--- src/rtl/ws2812_rx.sv ---
// WS2812B one-wire GRB receiver: recovers 24-bit words, LED index and frame ends.
// Define WS2812_RX_GLITCH_EN to drop high pulses shorter than T_MIN_HIGH.
module ws2812_rx #(
    parameter int T_THRESH   = 60,
    parameter int T_MAX_HIGH = 150,
    parameter int T_RESET    = 28000,
    parameter int T_MIN_HIGH = 10
) (
    input  logic        clk,
    input  logic        reset,
    input  logic        din,
    output logic [23:0] grb,
    output logic        grb_valid,
    output logic [7:0]  led_index,
    output logic        frame_done,
    output logic [7:0]  frame_leds,
    output logic        err_long,
    output logic        err_partial
);

`ifdef WS2812_RX_GLITCH_EN
    localparam bit GLITCH_EN = 1'b1;
`else
    localparam bit GLITCH_EN = 1'b0;
`endif

    // Counters hold (cycles - 1) at the decision point, hence the -1 limits.
    localparam logic [15:0] THR_M1  = 16'(T_THRESH - 1);
    localparam logic [15:0] MAXH_M1 = 16'(T_MAX_HIGH - 1);
    localparam logic [15:0] RST_M1  = 16'(T_RESET - 1);
    localparam logic [15:0] MINH_M1 = 16'(T_MIN_HIGH - 1);

    typedef enum logic [1:0] {
        RESYNC,
        IDLE,
        HIGH,
        LOW
    } state_t;

    state_t      state, state_n;
    logic        din_q, din_s;
    logic [15:0] hcnt, hcnt_n, lcnt, lcnt_n;
    logic [15:0] hcnt_inc, lcnt_inc;
    logic [22:0] sr, sr_n;
    logic [4:0]  bitcnt, bitcnt_n;
    logic [7:0]  wordcnt, wordcnt_n;
    logic        got_bit, got_bit_n;
    logic [23:0] grb_n;
    logic [7:0]  led_index_n, frame_leds_n;
    logic        grb_valid_n, frame_done_n, err_long_n, err_partial_n;
    logic        bit_v, glitch;

    assign hcnt_inc = (hcnt == 16'hFFFF) ? hcnt : hcnt + 16'd1;
    assign lcnt_inc = (lcnt == 16'hFFFF) ? lcnt : lcnt + 16'd1;
    assign bit_v    = (hcnt >= THR_M1);
    assign glitch   = GLITCH_EN && (hcnt < MINH_M1);

    always_ff @(posedge clk or posedge reset) begin
        if (reset) begin
            din_q <= 1'b0;
            din_s <= 1'b0;
        end else begin
            din_q <= din;
            din_s <= din_q;
        end
    end

    always_ff @(posedge clk or posedge reset) begin
        if (reset) begin
            state       <= RESYNC;
            hcnt        <= '0;
            lcnt        <= '0;
            sr          <= '0;
            bitcnt      <= '0;
            wordcnt     <= '0;
            got_bit     <= 1'b0;
            grb         <= '0;
            grb_valid   <= 1'b0;
            led_index   <= '0;
            frame_done  <= 1'b0;
            frame_leds  <= '0;
            err_long    <= 1'b0;
            err_partial <= 1'b0;
        end else begin
            state       <= state_n;
            hcnt        <= hcnt_n;
            lcnt        <= lcnt_n;
            sr          <= sr_n;
            bitcnt      <= bitcnt_n;
            wordcnt     <= wordcnt_n;
            got_bit     <= got_bit_n;
            grb         <= grb_n;
            grb_valid   <= grb_valid_n;
            led_index   <= led_index_n;
            frame_done  <= frame_done_n;
            frame_leds  <= frame_leds_n;
            err_long    <= err_long_n;
            err_partial <= err_partial_n;
        end
    end

    always_comb begin
        state_n       = state;
        hcnt_n        = hcnt;
        lcnt_n        = lcnt;
        sr_n          = sr;
        bitcnt_n      = bitcnt;
        wordcnt_n     = wordcnt;
        got_bit_n     = got_bit;
        grb_n         = grb;
        led_index_n   = led_index;
        frame_leds_n  = frame_leds;
        grb_valid_n   = 1'b0;
        frame_done_n  = 1'b0;
        err_long_n    = 1'b0;
        err_partial_n = 1'b0;
        unique case (state)
            RESYNC: begin
                if (din_s) begin
                    lcnt_n = '0;
                end else if (lcnt >= RST_M1) begin
                    lcnt_n  = '0;
                    state_n = IDLE;
                end else begin
                    lcnt_n = lcnt_inc;
                end
            end
            IDLE: begin
                if (din_s) begin
                    hcnt_n  = '0;
                    state_n = HIGH;
                end
            end
            HIGH: begin
                if (din_s) begin
                    if (hcnt >= MAXH_M1) begin
                        err_long_n = 1'b1;
                        sr_n       = '0;
                        bitcnt_n   = '0;
                        wordcnt_n  = '0;
                        got_bit_n  = 1'b0;
                        lcnt_n     = '0;
                        state_n    = RESYNC;
                    end else begin
                        hcnt_n = hcnt_inc;
                    end
                end else if (glitch) begin
                    // lcnt kept so the low time spans the glitch
                    state_n = LOW;
                end else begin
                    sr_n      = {sr[21:0], bit_v};
                    got_bit_n = 1'b1;
                    lcnt_n    = '0;
                    state_n   = LOW;
                    if (bitcnt == 5'd23) begin
                        grb_n       = {sr, bit_v};
                        grb_valid_n = 1'b1;
                        led_index_n = wordcnt;
                        wordcnt_n   = wordcnt + 8'd1;
                        bitcnt_n    = '0;
                    end else begin
                        bitcnt_n = bitcnt + 5'd1;
                    end
                end
            end
            LOW: begin
                if (din_s) begin
                    hcnt_n  = '0;
                    state_n = HIGH;
                end else if (lcnt >= RST_M1) begin
                    state_n = IDLE;
                    lcnt_n  = '0;
                    if (got_bit) begin
                        frame_done_n  = 1'b1;
                        frame_leds_n  = wordcnt;
                        err_partial_n = (bitcnt != 5'd0);
                        wordcnt_n     = '0;
                        bitcnt_n      = '0;
                        sr_n          = '0;
                        got_bit_n     = 1'b0;
                    end
                end else begin
                    lcnt_n = lcnt_inc;
                end
            end
            default: state_n = RESYNC;
        endcase
    end

endmodule

--- config.mk ---
export PLATFORM = sky130hd
export DESIGN_NAME = ws2812_rx
export DESIGN_NICKNAME = d
export VERILOG_FILES = /design/src/rtl/ws2812_rx.sv
export SDC_FILE = /design/constraint.sdc
export NUM_CORES = 1
export LEC_CHECK = 0
export CAP_MARGIN = 20
export CORE_UTILIZATION = 29
export DETAILED_ROUTE_END_ITERATION = 7
export GPL_TIMING_DRIVEN = 1
export PLACE_DENSITY_LB_ADDON = 0.3
export SYNTH_ARGS = -nofsm -noshare
export SYNTH_HDL_FRONTEND = slang
export SYNTH_SLANG_ARGS = --single-unit
--- constraint.sdc ---
create_clock -name clk -period 4.13 [get_ports clk]
set_input_delay 0.6195 -clock clk [delete_from_list [all_inputs] [get_ports clk]]
set_output_delay 0.6195 -clock clk [all_outputs]
set_load 0.05 [all_outputs]
==> qor.txt <==
number of CTS-inserted buffers - 17
register area share after synthesis - 0.5654
1st-iter DRT viols - 316
Die H - 135.6 um
CP max FO - 18
maxcap violations - 0
highest clock rate - 0.4010 GHz
final worst slack - 1636 ps
share of cells above drive strength 1 - 0.1960
residual DRC count - 0
GRT overflow - 0
Routed Antenna Nets - 0
I/O Buffers - 46
die width - 135.6 um
syn avg cell area - 11.80 um^2
CTS tree - done
die area - 18,400 um^2
Top FF cell, synth - dfrtp_1
clk buf depth - 2
Crit Path Class - flip-flop to flip-flop
Crit. End Element - flip-flop
Final GP Congestion - 0.7838
vias in the first global route - 3,463
total track usage - 0.1240
dpl hpwl - 6793 um
initial antenna violation count - 0
Final Max Tran Viols - 0
Distinct cells, synth - 57
post-route setup TNS - 0 ps
Pwr per Cell Area - 424.8 nW/um^2
IO Pins - 47
Final Cell Area - 6505 um^2
HP Class - flip-flop to flip-flop
Clock Pin Slew Worst Setup and Hold Paths - 60 ps
Post-Syn Area - 5179 um^2
largest net degree at the start of global routing - 64
Ys Warns - 0
worst path arrival time - 2850 ps
Rows - 48
Post-DP Area - 5874 um^2
H-Tree Depth - 4
nets@finish - 498
DP Worst Slack - 1650 ps
area delta synth->final - 25.61%
final wirelength - 10,430 um
ant diodes - 0
Least-Margin Pin Slew - 1002 ps
Gate Count Post-Synth - 439
final setup violating endpoints - 0
WHS - 353.1 ps
Initial Utilization - 0.2984
Final Hold Fails - 0
Clock Tree Root - clkbuf_16
wire length per cell - 14.39 um
clk_skew - 12.50 ps
Post-synth EDFFs - 0
Yosys reg bits - 117
PostCTS Resize Cnt - 0
Leak - 2.922 nW
worst-skew pair later-pin latency - 420 ps
VDD IR-drop max - 0.2840 mV
setup bufs post-CTS - 0
via count - 3,558
Critical Path Start Type - flip-flop
fillcell total - 1,648
RSZ-0062 raised after global routing - no
placeable core area - 17,360 um^2
syn nets - 449
first-pass GRT wire length - 17,640 um
critical path data required time - 4490 ps
Vias/cell - 4.908
post-layout power - 2.763 mW
share of synthesized registers carrying an async set or reset - 1.000
CTS Hold Bufs - 0
final non-filler cell total - 725
Clock Sinks - 117
Final Cycle Share - 0.6038
DRT Pass-1 Iters - 7
status - complete, no violations
post-layout minimum cycle time - 2494 ps
DP Cell Count - 694
utilization after layout - 0.3748
relative slew slack - 0.3313
[layer usage]
layer,vias up,track usage,wire length [um]
li1,1687,-,-
met1,1787,0.1633,5059
met2,75,0.1840,4779
met3,9,0.04265,442
met4,0,0.05243,148
met5,-,0,0
[area by class of cell]
cell class | instances | area [um^2] | area share
Sequential cell | 117 | 2928 | 0.4501
Tap cell | 225 | 281.5 | 0.04328
Inverter | 18 | 70.07 | 0.01077
Clock inverter | 12 | 177.7 | 0.02731
Clock buffer | 19 | 452.9 | 0.06963
Timing Repair Buffer | 49 | 495.5 | 0.07617
Multi-Input combinational cell | 285 | 2100 | 0.3228
[synth_stat cells (all sizes together) (2+ instances only)]
| cell type | count | share of area |
|---|---|---|
| mux2 | 39 | 0.085 |
| nor3 | 9 | 0.0087 |
| nand4 | 6 | 0.010 |
| a31oi | 5 | 0.0060 |
| a22o | 25 | 0.042 |
| nor2 | 34 | 0.031 |
| ha | 7 | 0.017 |
| clkbuf | 12 | 0.0087 |
| a21boi | 2 | 0.0036 |
| nor2b | 4 | 0.0063 |
| o2bb2ai | 4 | 0.0068 |
| a211oi | 2 | 0.0029 |
| inv | 17 | 0.012 |
| nand2 | 21 | 0.015 |
| o2111ai | 2 | 0.0068 |
| and2 | 10 | 0.013 |
| a21oi | 20 | 0.019 |
| a2111oi | 3 | 0.012 |
| xor2 | 10 | 0.017 |
| o21ai | 20 | 0.019 |
| o211ai | 3 | 0.0043 |
| a41oi | 4 | 0.0068 |
| or4 | 2 | 0.0043 |
| nand2b | 5 | 0.0060 |
| and3 | 7 | 0.0085 |
| nand3 | 25 | 0.025 |
| nand4b | 2 | 0.0034 |
| buf | 7 | 0.0089 |
| o31ai | 3 | 0.0053 |
| dfrtp | 117 | 0.57 |
[worst max-delay path, cell delays in order, from the launching register on]
cell and delay [ps]:
dfrtp_1 400, inv_1 80, ha_1 170, nand2b_1 170
a2111oi_4 470, o2111ai_4 360, and2_0 430, o21ai_0 220
a22o_1 140
[path summary, 6_finish.rpt]
check,depth (start not counted),to,slack [ps],start
worst max-delay path,8,hcnt[2]$_DFFE_PP0P_,1640,hcnt[1]$_DFFE_PP0P_
worst min-delay path,0,din_s$_DFF_PP0_,350,din_q$_DFF_PP0_
worst max register to register,8,hcnt[2]$_DFFE_PP0P_,1640,hcnt[1]$_DFFE_PP0P_
worst min register to register,0,din_s$_DFF_PP0_,350,din_q$_DFF_PP0_
max in group asynchronous,3,frame_leds[0]$_DFFE_PP0P_,2660,reset
min in group asynchronous,2,hcnt[15]$_DFFE_PP0P_,710,reset
[kinds of logic after synthesis]
logic type	synth area share
simple gates	0.1406
mux	0.08480
xor+xnor	0.01691
flops	0.5654
buf+inv	0.03068
fa+ha+maj	0.01691
compound gates	0.1447
[power breakdown]
part / switching [mW] / total (mW) / leakage, nW / internal, mW
registers: 0.00585 / 1.16 / 1.63 / 1.15
logic: 0.0321 / 0.0416 / 0.996 / 0.00946
clock network: 0.528 / 1.57 / 0.297 / 1.04
[sequential cells by signal (all words and copies together), names as in the netlist]
register and count:
lcnt 16, wordcnt 8, grb 24, bitcnt 5, state 2, din_s 1, err_long 1, grb_valid 1
err_partial 1, frame_done 1, sr 23, led_index 8, got_bit 1, frame_leds 8, din_q 1, hcnt 16
[cells in the final DEF, fill, tap and decap left out, types with 3 or more instances in the layout]
| cell | count |
|---|---|
| a21oi_1 | 20 |
| a22o_1 | 25 |
| a31oi_1 | 5 |
| a41oi_1 | 4 |
| and2_1 | 8 |
| and3_1 | 7 |
| bufinv_16 | 4 |
| clkbuf_16 | 17 |
| clkdlybuf4s50_1 | 46 |
| clkinvlp_4 | 4 |
| dfrtp_1 | 117 |
| ha_1 | 7 |
| inv_1 | 16 |
| mux2_2 | 38 |
| nand2_1 | 21 |
| nand2b_1 | 5 |
| nand3_1 | 24 |
| nand4_1 | 5 |
| nor2_1 | 21 |
| nor2_2 | 12 |
| nor2b_1 | 3 |
| nor3_1 | 8 |
| o211ai_1 | 3 |
| o21ai_0 | 19 |
| o2bb2ai_1 | 4 |
| xor2_1 | 10 |
(Power assumes the default switching activity.)
